**src/rtl/rdma_cmd_sched_pkg.sv**
```systemverilog
// Shared types and helpers for the read-DMA command scheduler.
// rr_pick is written for up to 16 requesters so the write-DMA side can reuse it.
package rdma_sched_pkg;

  typedef enum logic [2:0] {
    S_IDLE   = 3'd0,
    S_GRANT  = 3'd1,
    S_ISSUE  = 3'd2,
    S_STREAM = 3'd3,
    S_DONE   = 3'd4
  } state_t;

  localparam int RR_MAX = 16;

  // Returns {found, index}: first set bit of req at or after ptr, wrapping modulo n.
  function automatic logic [4:0] rr_pick(input logic [RR_MAX-1:0] req,
                                         input logic [3:0] ptr,
                                         input int n);
    logic       found;
    logic [3:0] idx;
    int         j;
    found = 1'b0;
    idx   = 4'd0;
    for (int i = 0; i < RR_MAX; i++) begin
      if (i < n) begin
        // ptr < n and i < n, so a single subtraction wraps correctly for any n
        j = int'(ptr) + i;
        if (j >= n) j = j - n;
        if (!found && req[j[3:0]]) begin
          found = 1'b1;
          idx   = j[3:0];
        end
      end
    end
    return {found, idx};
  endfunction

endpackage

```
**src/rtl/rdma_cmd_sched_rr_arbiter.sv**
```systemverilog
// Round-robin arbiter: combinational pick plus registered pointer.
// Optional build macro RDMA_SCHED_PRIO0_EN: requester 0 gets strict priority
// and its grants leave the round-robin pointer untouched.
module rr_arbiter
  import rdma_sched_pkg::*;
#(
  parameter int NUM_REQ = 4,
  parameter int ID_BITS = 2
) (
  input  logic               i_clk,
  input  logic               i_rst,
  input  logic [NUM_REQ-1:0] i_req,
  input  logic               i_upd,
  input  logic [ID_BITS-1:0] i_upd_id,
  output logic               o_found,
  output logic [ID_BITS-1:0] o_win,
  output logic [ID_BITS-1:0] o_ptr
);

  logic [ID_BITS-1:0] r_ptr;
  logic [NUM_REQ-1:0] w_rr_req;
  logic [4:0]         w_pick;
  logic               w_upd_en;
  logic [ID_BITS-1:0] w_ptr_nxt;

  // Requests eligible for the round-robin search
  always_comb begin
    w_rr_req = i_req;
`ifdef RDMA_SCHED_PRIO0_EN
    w_rr_req[0] = 1'b0;
`endif
  end

  assign w_pick = rr_pick(RR_MAX'(w_rr_req), 4'(r_ptr), NUM_REQ);

  // Winner selection, requester 0 first when it has priority
  always_comb begin
    o_found = w_pick[4];
    o_win   = ID_BITS'(w_pick[3:0]);
`ifdef RDMA_SCHED_PRIO0_EN
    if (i_req[0]) begin
      o_found = 1'b1;
      o_win   = '0;
    end
`endif
  end

`ifdef RDMA_SCHED_PRIO0_EN
  assign w_upd_en = i_upd && (i_upd_id != '0);
`else
  assign w_upd_en = i_upd;
`endif

  // Pointer moves one past the finished owner; explicit wrap for non power-of-2 NUM_REQ
  assign w_ptr_nxt = (i_upd_id == ID_BITS'(NUM_REQ - 1)) ? '0 : i_upd_id + ID_BITS'(1);

  // Pointer register
  always_ff @(posedge i_clk) begin
    if (i_rst)         r_ptr <= '0;
    else if (w_upd_en) r_ptr <= w_ptr_nxt;
  end

  assign o_ptr = r_ptr;

endmodule

```
**src/rtl/rdma_cmd_sched.sv**
```systemverilog
// Read-DMA command scheduler: arbitrates requesters onto one engine command
// port and holds the grant until the snooped output stream's tlast handshakes.
// Optional build macro RDMA_SCHED_PRIO0_EN (strict priority for requester 0).
module rdma_cmd_sched
  import rdma_sched_pkg::*;
#(
  parameter int NUM_REQ      = 4,
  parameter int ID_BITS      = 2,
  parameter int ADDRESS_BITS = 32,
  parameter int LENGTH_BITS  = 32
) (
  input  logic                            i_aclk,
  input  logic                            i_areset,
  input  logic [NUM_REQ*ADDRESS_BITS-1:0] i_req_address,
  input  logic [NUM_REQ*LENGTH_BITS-1:0]  i_req_bytes,
  input  logic [NUM_REQ-1:0]              i_req_valid,
  output logic [NUM_REQ-1:0]              o_req_ready,
  output logic [NUM_REQ-1:0]              o_req_done,
  output logic [ADDRESS_BITS-1:0]         o_rdma_cmd_address,
  output logic [LENGTH_BITS-1:0]          o_rdma_cmd_bytes,
  output logic                            o_rdma_cmd_valid,
  input  logic                            i_rdma_cmd_ready,
  input  logic                            i_mon_tvalid,
  input  logic                            i_mon_tready,
  input  logic                            i_mon_tlast,
  output logic [ID_BITS-1:0]              o_owner_id,
  output logic                            o_owner_valid
);

  state_t                  r_state, w_next;
  logic [ID_BITS-1:0]      r_owner;
  logic [ADDRESS_BITS-1:0] r_addr;
  logic [LENGTH_BITS-1:0]  r_bytes;
  logic                    w_found;
  logic [ID_BITS-1:0]      w_win;
  logic [ID_BITS-1:0]      w_ptr;
  logic                    w_last_beat;

  assign w_last_beat = i_mon_tvalid & i_mon_tready & i_mon_tlast;

  rr_arbiter #(
    .NUM_REQ (NUM_REQ),
    .ID_BITS (ID_BITS)
  ) u_arb (
    .i_clk    (i_aclk),
    .i_rst    (i_areset),
    .i_req    (i_req_valid),
    .i_upd    (r_state == S_DONE),
    .i_upd_id (r_owner),
    .o_found  (w_found),
    .o_win    (w_win),
    .o_ptr    (w_ptr)
  );

  // Next state and Moore outputs decoded from the current state
  always_comb begin
    w_next           = r_state;
    o_req_ready      = '0;
    o_req_done       = '0;
    o_rdma_cmd_valid = 1'b0;
    o_owner_valid    = 1'b0;
    case (r_state)
      S_IDLE:   if (w_found) w_next = S_GRANT;
      S_GRANT: begin
        o_req_ready   = NUM_REQ'(1) << r_owner;
        o_owner_valid = 1'b1;
        w_next        = S_ISSUE;
      end
      S_ISSUE: begin
        o_rdma_cmd_valid = 1'b1;
        o_owner_valid    = 1'b1;
        // a zero-byte command produces no beats, so there is no tlast to wait for
        if (i_rdma_cmd_ready) w_next = (r_bytes == '0) ? S_DONE : S_STREAM;
      end
      S_STREAM: begin
        o_owner_valid = 1'b1;
        if (w_last_beat) w_next = S_DONE;
      end
      S_DONE: begin
        o_req_done = NUM_REQ'(1) << r_owner;
        w_next     = S_IDLE;
      end
      default:  w_next = S_IDLE;
    endcase
  end

  // State, owner and latched command registers
  always_ff @(posedge i_aclk) begin
    if (i_areset) begin
      r_state <= S_IDLE;
      r_owner <= '0;
      r_addr  <= '0;
      r_bytes <= '0;
    end else begin
      r_state <= w_next;
      if (r_state == S_IDLE && w_found) r_owner <= w_win;
      if (r_state == S_GRANT) begin
        r_addr  <= i_req_address[r_owner*ADDRESS_BITS +: ADDRESS_BITS];
        r_bytes <= i_req_bytes[r_owner*LENGTH_BITS +: LENGTH_BITS];
      end
    end
  end

  assign o_rdma_cmd_address = r_addr;
  assign o_rdma_cmd_bytes   = r_bytes;
  assign o_owner_id         = r_owner;

endmodule
```
**config.mk**
```make
export PLATFORM = sky130hd
export DESIGN_NAME = rdma_cmd_sched
export DESIGN_NICKNAME = d
export VERILOG_FILES = /design/src/rtl/rdma_cmd_sched_pkg.sv /design/src/rtl/rdma_cmd_sched_rr_arbiter.sv /design/src/rtl/rdma_cmd_sched.sv
export SDC_FILE = /design/constraint.sdc
export NUM_CORES = 1
export LEC_CHECK = 0
export ABC_AREA = 1
export CAP_MARGIN = 20
export CORE_AREA = 10 10 123 125
export CTS_CLUSTER_DIAMETER = 80
export CTS_CLUSTER_SIZE = 10
export DETAILED_ROUTE_END_ITERATION = 6
export DIE_AREA = 0 0 133 135
export GPL_TIMING_DRIVEN = 1
export PLACE_DENSITY_LB_ADDON = 0.25
export SLEW_MARGIN = 20
export SYNTH_ARGS = -nofsm -noshare
export SYNTH_HDL_FRONTEND = slang
export SYNTH_HIERARCHICAL = 1
export SYNTH_SLANG_ARGS = --single-unit
```
**constraint.sdc**
```tcl
create_clock -name i_aclk -period 3.15 [get_ports i_aclk]
set_input_delay 0.7875 -clock i_aclk [delete_from_list [all_inputs] [get_ports i_aclk]]
set_output_delay 0.7875 -clock i_aclk [all_outputs]
set_load 0.05 [all_outputs]
```
==> summary.txt, run 1 <==
Status
  • Run status: completed

Setup path
  • CP Max Fanout: 7
  • Reg2reg start: u_arb/o_ptr[0]$_SDFFE_PP0P_
  • Crit path kind: register to primary output
  • Critical path buffers and inverters: 3
  • Worst reg2reg setup slack: around 0.8 ns
  • Critical path startpoint: r_state[2]$_SDFFE_PP0P_
  • Worst Reg2Reg Path Length in Cells: 14
  • Slowest cell on crit path: clkdlybuf4s50_1
  • Setup crit end: o_req_done[3]
  • R2R Path End: r_state[2]$_SDFFE_PP0P_
  • Cells along the critical path: inv_1, nor2_1, inv_1, nor2_1, clkdlybuf4s50_1
  • Required @ worst endpoint: about 2.4 ns
  • CP Depth: 5
  • WP data arrival: 2.08 ns
  • Cell family with most CP delay: buffers and inverters
  • Startpoint types: register
  • Critical path endpoint category: primary output
  • Largest stage delay, worst path: approximately 0.8 ns

Floorplan
  • Die area: 0.0180 mm^2
  • Die Wd: 133 um
  • Initial core utilization: 34.8%
  • Chip height: roughly 140 um
  • CORE AREA: ~0.013 mm^2
  • Top-Level Pins: 342
  • Row cnt: 41

Power and ir drop
  • Sequential share of power: 21.2%
  • P_sw: 3920 uW
  • Power consumption: about 7500 uW
  • Sw frac: a little over half
  • P_leak: approximately 0.003 uW
  • Comb power frac: about two thirds
  • VDD IR max: 0.635 mV
  • Pint: ~3600 uW
  • Power Density: 922 mW/mm^2
  • Clock network fraction of design power: 13.7%

Global routing
  • Initial antenna violation count: 0
  • First-pass GRT wire length: 33800 um
  • GR Util All Layers: 23.4%
  • Gr ovfl total: 0
  • Largest net degree at the start of global routing: 130
  • Vias in the first global route: 6014

Placement
  • Post-DP HPWL: 17800 um
  • Placer Congestion: 0.919
  • Cell Area, Placed: 0.00783 mm^2
  • IO Port Bufs: roughly 340

Min path
  • Worst hold path type: register to register

Logic synthesis
  • Top cells by area, synth: dfxtp_1 (33%), nand2_1 (13%), a22oi_1 (12%)
  • Post-synthesis sequential area ratio: about a third
  • Synthesis warning total: 6
  • Post-Syn Area: about 0.0044 mm^2
  • Leading area contributor after synthesis: dfxtp_1
  • Mapped Nets: 857
  • Top cell type's share of synthesized area: about a third
  • Synth cell types: 29
  • Seq cells post-synth: 71
  • Cell count after synthesis: 586
  • Mean Syn Cell Area: 7.46 um^2

STA
  • Worst slew pin tran: 0.765 ns
  • Final Hold Vio Count: 0
  • Setup Viol. Count Final: 0
  • Fin crit share: around 90%
  • Slew Viols, Final: 0
  • Unrepaired setup endpoints after global routing: false
  • Setup TNS: 0 ns
  • Clk_skew: about 0.013 ns
  • Post-layout minimum cycle time: roughly 2.9 ns
  • Relative max-transition margin: 49.0%
  • Fmax: between 300 and 400 MHz

Finish
  • Layout cells sized above 1: 7.65%
  • ANT cells: 0
  • Final #Nets: roughly 1200
  • Multi-input combinational cell area: 0.00259 mm^2
  • Commonest non-fill, non-tap cell in the layout: clkdlybuf4s50_1
  • Area delta synth->final: 86.0%
  • Commonest cells after routing, fill and taps aside: clkdlybuf4s50_1 (334), nand2_1 (146), a22oi_1 (72)
  • Post-layout util: between 60% and 70%
  • Seq. cell area: 0.00142 mm^2
  • Final Instance Area: 0.00813 mm^2
  • Layout fillers: 1056

Clock tree
  • Root buf cell: clkbuf_16
  • CTS buffer count: 9
  • CTS Sinks: 71
  • CTS tree: yes
  • Number of buffers added for setup after CTS: 0
  • Post-CTS Hold Fix Bufs: 0
  • CTS max path bufs: 2
  • Register clock-pin slew on the reported worst setup and hold paths: 0.06 ns
  • Clk_lat worst skew: between 0.3 and 0.4 ns
  • CTS resizes: 0
  • Htree depth: 3

Routing
  • Drt wl/cell: 21.0 um
  • Via count: 5801
  • Initial DRC count: 345
  • DRC: 0
  • Final ANT Viol Nets: 0
  • Drt pass-1 iters: 4
  • Routed vias/inst: ~5.4
  • Final WL: 22500 um

Run
  • Max Cap Viol: 0
-- kinds of logic (layout without fill, tap and decap cells) --
logic type	after synthesis	in the layout	share of synthesized area, %
buffers and inverters	77	393	8.81
adders and majority gates	5	5	1.43
DFF	71	71	32.5
and+or+nand+nor	221	221	21.5
AOI/OAI and AO/OA	212	212	35.8
-- sequential cells by signal, indices dropped and copies added (netlist names) --
register            count
o_owner_id              2
u_arb/o_ptr             2
o_rdma_cmd_bytes       32
r_state                 3
o_rdma_cmd_address     32
-- power groups by stage --
stage	Clock, uW	Combinational [uW]	Sequential, uW
6_report	1030	4890	1590
3_3_place_gp	0	4820	1570
5_1_grt	1090	5190	1630
2_1_floorplan	0	1970	2820
4_1_cts	1050	4910	1580
3_5_place_dp	0	4900	1590
-- area by class of cell --
type,instances,share of cell area (%)
clock buffers,10,2.94
clock inverters,6,0.739
inverters,28,1.42
multi-input cells,438,31.8
flip-flops and latches,71,17.5
well taps,172,2.65
repair buffers,349,43.0
-- cells in the mapped netlist --
cell and instances:
a211oi_1 2, a21oi_1 5, a22oi_1 72, a31oi_1 8, a41oi_1 43, a41oi_2 13
buf_2 23, buf_4 7, buf_6 4, clkbuf_1 14, clkbuf_2 1, dfxtp_1 71
ha_1 5, inv_1 23, inv_2 3, inv_4 1, inv_8 1, nand2_1 146
nand2_2 6, nand2_4 1, nand3_1 11, nand3_2 5, nand4_1 1, nor2_1 47
nor2_4 1, nor3_2 1, nor3_4 2, o21ai_0 34, o21ai_1 35
-- worst reg2reg max path, delay by kind of cell, from the launching register on --
kind,cells,cell delay (ns)
adder cells (fa/ha/maj),1,0.39
flip-flops,1,0.64
AND/OR/NAND/NOR,10,1.00
buffers and inverters,3,0.25
-- per-stage QoR --
stage	instances	hold WS, ns	setup slack, ns
after global routing	1074	0.557	0.117
after detailed placement	1058	0.515	0.611
after floorplan	586	0.482	0.364
after global placement	1058	0.489	0.655
final	1074	0.524	0.287
after CTS	1074	0.526	0.293
-- per-layer routing --
metal,vias to the layer above,part of all wire [%],GRT usage (%)
li1,2754,-,-
met1,2742,36,23.4
met2,274,52,43.7
met3,31,10,9.38
met4,0,1.9,6.17
met5,-,0,0
-- how the worst min path moves through the flow --
stage / end / cells after the start / slack, ns / from
global route: o_rdma_cmd_address[11]$_SDFFE_PP0P_ / 2 / 0.56 / o_rdma_cmd_address[11]$_SDFFE_PP0P_
floorplan: r_state[2]$_SDFFE_PP0P_ / 2 / 0.48 / r_state[1]$_SDFFE_PP0P_
finish: o_rdma_cmd_address[11]$_SDFFE_PP0P_ / 2 / 0.52 / o_rdma_cmd_address[11]$_SDFFE_PP0P_
global placement: r_state[2]$_SDFFE_PP0P_ / 2 / 0.49 / r_state[1]$_SDFFE_PP0P_
detailed placement: o_rdma_cmd_address[6]$_SDFFE_PP0P_ / 2 / 0.52 / o_rdma_cmd_address[6]$_SDFFE_PP0P_
CTS: o_rdma_cmd_address[6]$_SDFFE_PP0P_ / 2 / 0.53 / o_rdma_cmd_address[6]$_SDFFE_PP0P_
Power figures use the tool's default switching activity.
==> inputs of run 2 (changes only) <==
==> constraint.sdc (replaced) <==
create_clock -name i_aclk -period 3.15 [get_ports i_aclk]
set_input_delay 0.7875 -clock i_aclk [delete_from_list [all_inputs] [get_ports i_aclk]]
set_output_delay 0.7875 -clock i_aclk [all_outputs]
set_load 0.01 [all_outputs]
==> summary.txt, run 2 (synthesis results as in run 1) <==
Floorplan
  • Top-Level Pins: 342 (unchanged)
  • Die Wd: 133 um (unchanged)
  • Chip height: 135 um (unchanged)
  • Die area: 0.0180 mm^2 (unchanged)
  • CORE AREA: 0.0126 mm^2 (unchanged)
  • Row cnt: 41 (unchanged)
  • Initial core utilization: 34.8% (unchanged)

Global routing
  • M3 GR Usage: 8.23% (was 9.38%)
  • Gr ovfl total: 0 (unchanged)
  • Vias in the first global route: 6140 (was 6014)
  • Initial antenna violation count: 0 (unchanged)
  • Busiest layer in global routing: met2 (unchanged)
  • First-pass GRT wire length: 34100 um (was 33800 um)
  • GRT met1 Usage: 24.2% (was 23.4%)
  • Met2 usage: 43.7% (unchanged)
  • Largest net degree at the start of global routing: 71 (was 130)
  • GR Util All Layers: 23.7% (was 23.4%)

Routing
  • Routed vias/inst: 5.42 (was 5.40)
  • Drt pass-1 iters: 5 (was 4)
  • Via count: 5808 (was 5801)
  • Initial DRC count: 326 (was 345)
  • Final ANT Viol Nets: 0 (unchanged)
  • DRC: 0 (unchanged)
  • Final WL: 22500 um (about the same)
  • Drt wl/cell: 21.0 um (about the same)

Power and ir drop
  • VDD IR max: 0.479 mV (was 0.635 mV)
  • P_leak: 0.00289 uW (was 0.00292 uW)
  • Power Density: 765 mW/mm^2 (was 922 mW/mm^2)
  • Power consumption: 6190 uW (was 7500 uW)

Finish
  • Area delta synth->final: 85.1% (was 86.0%)
  • Layout fillers: 1071 (was 1056)
  • Seq. cell area: 0.00142 mm^2 (unchanged)
  • Commonest non-fill, non-tap cell in the layout: clkdlybuf4s50_1 (unchanged)
  • ANT cells: 0 (unchanged)
  • Commonest cells after routing, fill and taps aside: clkdlybuf4s50_1 (341), nand2_1 (146), a22oi_1 (72) (was clkdlybuf4s50_1 (334), nand2_1 (146), a22oi_1 (72))
  • Layout cells sized above 1: 6.44% (was 7.65%)
  • Multi-input combinational cell area: 0.00259 mm^2 (unchanged)
  • Final #Nets: 1168 (unchanged)

Min path
  • Worst Hold End: r_state[2]$_SDFFE_PP0P_ (was o_rdma_cmd_address[11]$_SDFFE_PP0P_)
  • HP Start: r_state[1]$_SDFFE_PP0P_ (was o_rdma_cmd_address[11]$_SDFFE_PP0P_)
  • Hold Crit Depth: 2 (unchanged)
  • Worst hold path type: register to register (unchanged)

STA
  • Clk_skew: 0.00412 ns (was 0.0127 ns)
  • Hold_ws: 0.511 ns (was 0.524 ns)
  • Relative max-transition margin: 49.8% (was 49.0%)
  • Fmax: 376 MHz (was 349 MHz)
  • Setup TNS: 0 ns (unchanged)
  • Setup Viol. Count Final: 0 (unchanged)
  • Post-layout minimum cycle time: 2.66 ns (was 2.86 ns)
  • Final Hold Vio Count: 0 (unchanged)
  • PnR worst setup slack: 0.490 ns (was 0.287 ns)
  • Worst slew pin tran: 0.754 ns (was 0.765 ns)
  • Fin crit share: 84.5% (was 90.9%)
  • Slew Viols, Final: 0 (unchanged)
  • Unrepaired setup endpoints after global routing: false (unchanged)

Clock tree
  • CTS resizes: 0 (unchanged)
  • CTS buffer count: 9 (unchanged)
  • CTS max path bufs: 2 (unchanged)
  • Htree depth: 3 (unchanged)
  • Number of buffers added for setup after CTS: 0 (unchanged)
  • CTS tree: yes (unchanged)
  • Clk_lat worst skew: 0.32 ns (about the same)
  • Register clock-pin slew on the reported worst setup and hold paths: 0.05 ns (was 0.06 ns)
  • CTS Sinks: 71 (unchanged)
  • Root buf cell: clkbuf_16 (unchanged)
  • Post-CTS Hold Fix Bufs: 0 (unchanged)

Setup path
  • Critical path endpoint category: primary output (unchanged)
  • WP data arrival: 1.87 ns (was 2.08 ns)
  • Startpoint types: register (unchanged)
  • Worst Reg2Reg Path Length in Cells: 6 (was 14)
  • Worst reg2reg setup slack: 0.81 ns (was 0.80 ns)
  • Required @ worst endpoint: 2.36 ns (about the same)
  • Crit path kind: register to primary output (unchanged)
  • R2R Path End: o_rdma_cmd_address[12]$_SDFFE_PP0P_ (was r_state[2]$_SDFFE_PP0P_)
  • CP Max Fanout: 7 (unchanged)
  • Reg2reg start: r_state[0]$_SDFFE_PP0P_ (was u_arb/o_ptr[0]$_SDFFE_PP0P_)

Run
  • Max Cap Viol: 0 (unchanged)

Placement
  • Placer Congestion: 0.947 (was 0.919)
  • Post-DP HPWL: 17800 um (about the same)
  • IO Port Bufs: 341 (unchanged)
  • Dpl ws: 0.665 ns (was 0.611 ns)

Status
  • Run status: completed (unchanged)
-- run 2: power by group --
group | leakage (uW) | internal (uW) | switching, uW
logic | 0.00217 | 1660 | 2020
registers | 0.000585 | 1290 | 295
clock network | 0.000132 | 567 | 362
-- run 2: routing by layer --
layer	routed length, um	vias up
met3	2000	41
met5	0	-
li1	-	2747
met1	8280	2726
met4	613	0
met2	11600	294
-- run 2: worst max-delay path by stage --
stage	start	endpoint	slack (ns)	cells after the start
2_1_floorplan	o_owner_id[0]$_SDFFE_PP0P_	o_req_done[1]	1.16	6
3_3_place_gp	i_req_valid[2]	r_state[2]$_SDFFE_PP0P_	0.71	13
3_5_place_dp	i_req_valid[1]	r_state[2]$_SDFFE_PP0P_	0.66	15
4_1_cts	r_state[2]$_SDFFE_PP0P_	o_req_done[3]	0.48	5
5_1_grt	r_state[0]$_SDFFE_PP0P_	o_req_done[3]	0.39	6
6_report	r_state[2]$_SDFFE_PP0P_	o_req_done[3]	0.49	5
-- run 2: final cells by class --
| class | count | area share [%] |
|---|---|---|
| Timing Repair Buffer | 349 | 43.1 |
| Inverter | 28 | 1.42 |
| Sequential cell | 71 | 17.6 |
| Tap cell | 172 | 2.66 |
| Clock buffer | 13 | 3.22 |
| Multi-Input combinational cell | 438 | 32.0 |
| Clock inverter | 1 | 0.0619 |
-- run 2: critical path: stages, from the launching register on --
cell and delay [ns]:
dfxtp_1 0.51, inv_1 0.07, nor2_1 0.17, inv_1 0.12, nor2_1 0.13, clkdlybuf4s50_1 0.56
-- run 2: per-stage QoR --
step | instances | util [%] | cell area (um^2)
5_1_grt | 1072 | 64.4 | 8090
2_1_floorplan | 586 | - | 4370
4_1_cts | 1072 | 64.4 | 8090
3_3_place_gp | 1058 | 62.3 | 7830
6_report | 1072 | 64.4 | 8090
3_5_place_dp | 1058 | 62.3 | 7830
==> inputs of run 3 (changes only) <==
--- a/config.mk
+++ b/config.mk
@@ -7,11 +7,12 @@
 export LEC_CHECK = 0
 export ABC_AREA = 1
 export CAP_MARGIN = 20
-export CORE_AREA = 10 10 123 125
+export CORE_ASPECT_RATIO = 1.5
+export CORE_MARGIN = 10
+export CORE_UTILIZATION = 31
 export CTS_CLUSTER_DIAMETER = 80
 export CTS_CLUSTER_SIZE = 10
 export DETAILED_ROUTE_END_ITERATION = 6
-export DIE_AREA = 0 0 133 135
 export GPL_TIMING_DRIVEN = 1
 export PLACE_DENSITY_LB_ADDON = 0.25
 export SLEW_MARGIN = 20
==> constraint.sdc (replaced) <==
create_clock -name i_aclk -period 2.15 [get_ports i_aclk]
set_input_delay 0.5375 -clock i_aclk [delete_from_list [all_inputs] [get_ports i_aclk]]
set_output_delay 0.5375 -clock i_aclk [all_outputs]
set_load 0.01 [all_outputs]
==> summary.txt, run 3 (synthesis results as in run 1) <==
Setup path
  • WP data arrival: 1.45 ns (was 1.87 ns)
  • Cells along the critical path: inv_2, nor3_4, inv_2, nor2_1, dlygate4sd2_1 (was inv_1, nor2_1, inv_1, nor2_1, clkdlybuf4s50_1)
  • Largest stage delay, worst path: 0.37 ns (was 0.56 ns)
  • CP Max Fanout: 4 (was 7)
  • Startpoint types: register (unchanged)
  • Crit path kind: register to primary output (unchanged)
  • Required @ worst endpoint: 1.61 ns (was 2.36 ns)
  • Slowest cell on crit path: dfxtp_1 (was clkdlybuf4s50_1)
  • Critical path endpoint category: primary output (unchanged)
  • Most frequent CP cell: inv_2

Clock tree
  • Htree depth: 3 (unchanged)
  • CTS Sinks: 71 (unchanged)
  • Root buf cell: clkbuf_16 (unchanged)
  • CTS tree: yes (unchanged)
  • CTS buffer count: 9 (unchanged)
  • CTS max path bufs: 2 (unchanged)
  • Clk_lat worst skew: 0.33 ns (was 0.32 ns)
  • Register clock-pin slew on the reported worst setup and hold paths: 0.06 ns (was 0.05 ns)
  • Post-CTS Hold Fix Bufs: 0 (unchanged)

Finish
  • Final Instance Area: 0.00825 mm^2 (was 0.00809 mm^2)
  • Final #Nets: 1176 (was 1168)
  • Commonest non-fill, non-tap cell in the layout: clkdlybuf4s50_1 (unchanged)
  • Area delta synth->final: 88.7% (was 85.1%)
  • Layout cells sized above 1: 8.24% (was 6.44%)
  • ANT cells: 0 (unchanged)
  • Commonest cells after routing, fill and taps aside: clkdlybuf4s50_1 (331), nand2_1 (146), a22oi_1 (72) (was clkdlybuf4s50_1 (341), nand2_1 (146), a22oi_1 (72))
  • Layout fillers: 1291 (was 1071)
  • Post-layout util: 59.2% (was 64.4%)

STA
  • Fmax: 503 MHz
  • PnR worst setup slack: 0.162 ns (was 0.490 ns)
  • Final Hold Vio Count: 0 (unchanged)
  • Setup Viol. Count Final: 0 (unchanged)
  • Setup TNS: 0 ns (unchanged)
  • Post-layout minimum cycle time: around 2.0 ns
  • Unrepaired setup endpoints after global routing: false (unchanged)
  • Hold_ws: 0.513 ns (was 0.511 ns)
  • Fin crit share: 92.5%
  • Relative max-transition margin: 50.3% (was 49.8%)
  • Worst slew pin tran: 0.745 ns (was 0.754 ns)
  • Slew Viols, Final: 0 (unchanged)
  • Clk_skew: 0.00823 ns (was 0.00412 ns)

Run
  • Max Cap Viol: 0 (unchanged)

Global routing
  • Largest net degree at the start of global routing: 130 (was 71)
  • Gr ovfl total: 0 (unchanged)
  • First-pass GRT wire length: 32600 um (was 34100 um)
  • Vias in the first global route: 5693 (was 6140)
  • GR Util All Layers: 21.8% (was 23.7%)
  • Initial antenna violation count: 0 (unchanged)

Floorplan
  • Chip height: 165 um (was 135 um)
  • Die area: 0.0193 mm^2 (was 0.0180 mm^2)
  • CORE AREA: 0.0139 mm^2 (was 0.0126 mm^2)
  • Initial core utilization: 31.4% (was 34.8%)
  • Die Wd: 117 um (was 133 um)
  • Top-Level Pins: 342 (unchanged)
  • Row cnt: 53 (was 41)

Status
  • Run status: completed (unchanged)

Placement
  • Dpl ws: -0.0205 ns (was 0.665 ns)
  • Placer Congestion: 0.876 (was 0.947)
  • Cell Area, Placed: 0.00794 mm^2 (was 0.00783 mm^2)
  • Post-DP HPWL: 17500 um (was 17800 um)
  • IO Port Bufs: 341 (unchanged)

Min path
  • Worst hold path type: register to register (unchanged)

Power and ir drop
  • Power Density: 1140 mW/mm^2 (was 765 mW/mm^2)
  • VDD IR max: 0.533 mV (was 0.479 mV)
  • P_leak: 0.00302 uW (was 0.00289 uW)

Routing
  • Final ANT Viol Nets: 0 (unchanged)
  • Initial DRC count: 268 (was 326)
  • Drt pass-1 iters: 4 (was 5)
  • DRC: 0 (unchanged)
  • Routed vias/inst: 5.21 (was 5.42)
  • Via count: 5603 (was 5808)
  • Drt wl/cell: 20.8 um (was 21.0 um)
  • Final WL: 22300 um (was 22500 um)
## run 3: cell types whose count changed in the layout (fill, tap and decap cells not counted), moves of 2 or more
cell | previous run | this run
clkdlybuf4s50_1 | 341 | 331
dlygate4sd2_1 | 0 | 9
buf_12 | 1 | 7
dfxtp_1 | 71 | 68
dfxtp_2 | 0 | 3
buf_4 | 7 | 9
clkinv_4 | 0 | 2
inv_1 | 22 | 20
inv_2 | 4 | 6
## run 3: routing by layer
| metal | up-vias | part of all wire [%] | global-route usage (%) |
|---|---|---|---|
| li1 | 2770 | - | - |
| met1 | 2564 | 36 | 23.2 |
| met2 | 241 | 52 | 38.8 |
| met3 | 28 | 9.6 | 7.01 |
| met4 | 0 | 2.5 | 8.34 |
| met5 | - | 0 | 0 |
## run 3: worst paths after layout
path,startpoint,slack [ns],endpoint,depth (start not counted)
max reg2reg,u_arb/o_ptr[0]$_SDFFE_PP0P_,0.20,r_state[2]$_SDFFE_PP0P_,14
max,r_state[0]$_SDFFE_PP0P_,0.16,o_req_ready[2],5
min reg2reg,r_state[1]$_SDFFE_PP0P_,0.51,r_state[2]$_SDFFE_PP0P_,2
min,r_state[1]$_SDFFE_PP0P_,0.51,r_state[2]$_SDFFE_PP0P_,2
## run 3: cell type report
type	count	area, um^2	share of cell area (%)
clock buffer	11	243	2.94
clock inverter	5	57.6	0.698
inverter	28	115	1.40
multi-input combinational	438	2590	31.4
sequential	71	1430	17.3
tap	165	206	2.50
timing repair buffer	357	3610	43.8
## run 3: critical path: cells and delay by family, from the launching register on
kind	cells	cell delay [ns]
buffers and inverters	3	0.44
DFF	1	0.37
and+or+nand+nor	2	0.31
## run 3: metrics by stage
| step | instances | power [uW] |
|---|---|---|
| 2_1_floorplan | 586 | 5280 |
| 3_3_place_gp | 1058 | 7900 |
| 3_5_place_dp | 1058 | 7940 |
| 4_1_cts | 1075 | 9500 |
| 5_1_grt | 1075 | 10000 |
| 6_report | 1075 | 9370 |
## run 3: power by group
group          switching [uW]  total (uW)  internal, uW  leakage, uW
Combinational            3040        5570          2530      0.00228
Sequential                394        2290          1890     0.000586
Clock                     584        1520           931     0.000149
Total                    4020        9370          5360      0.00302
## run 3: timing repair
action,in CTS,in global routing
gates cloned,0,0
endpoints found under the setup margin,9,4
buffers inserted,1,0
pin swaps,1,0
gates resized for setup,13,3
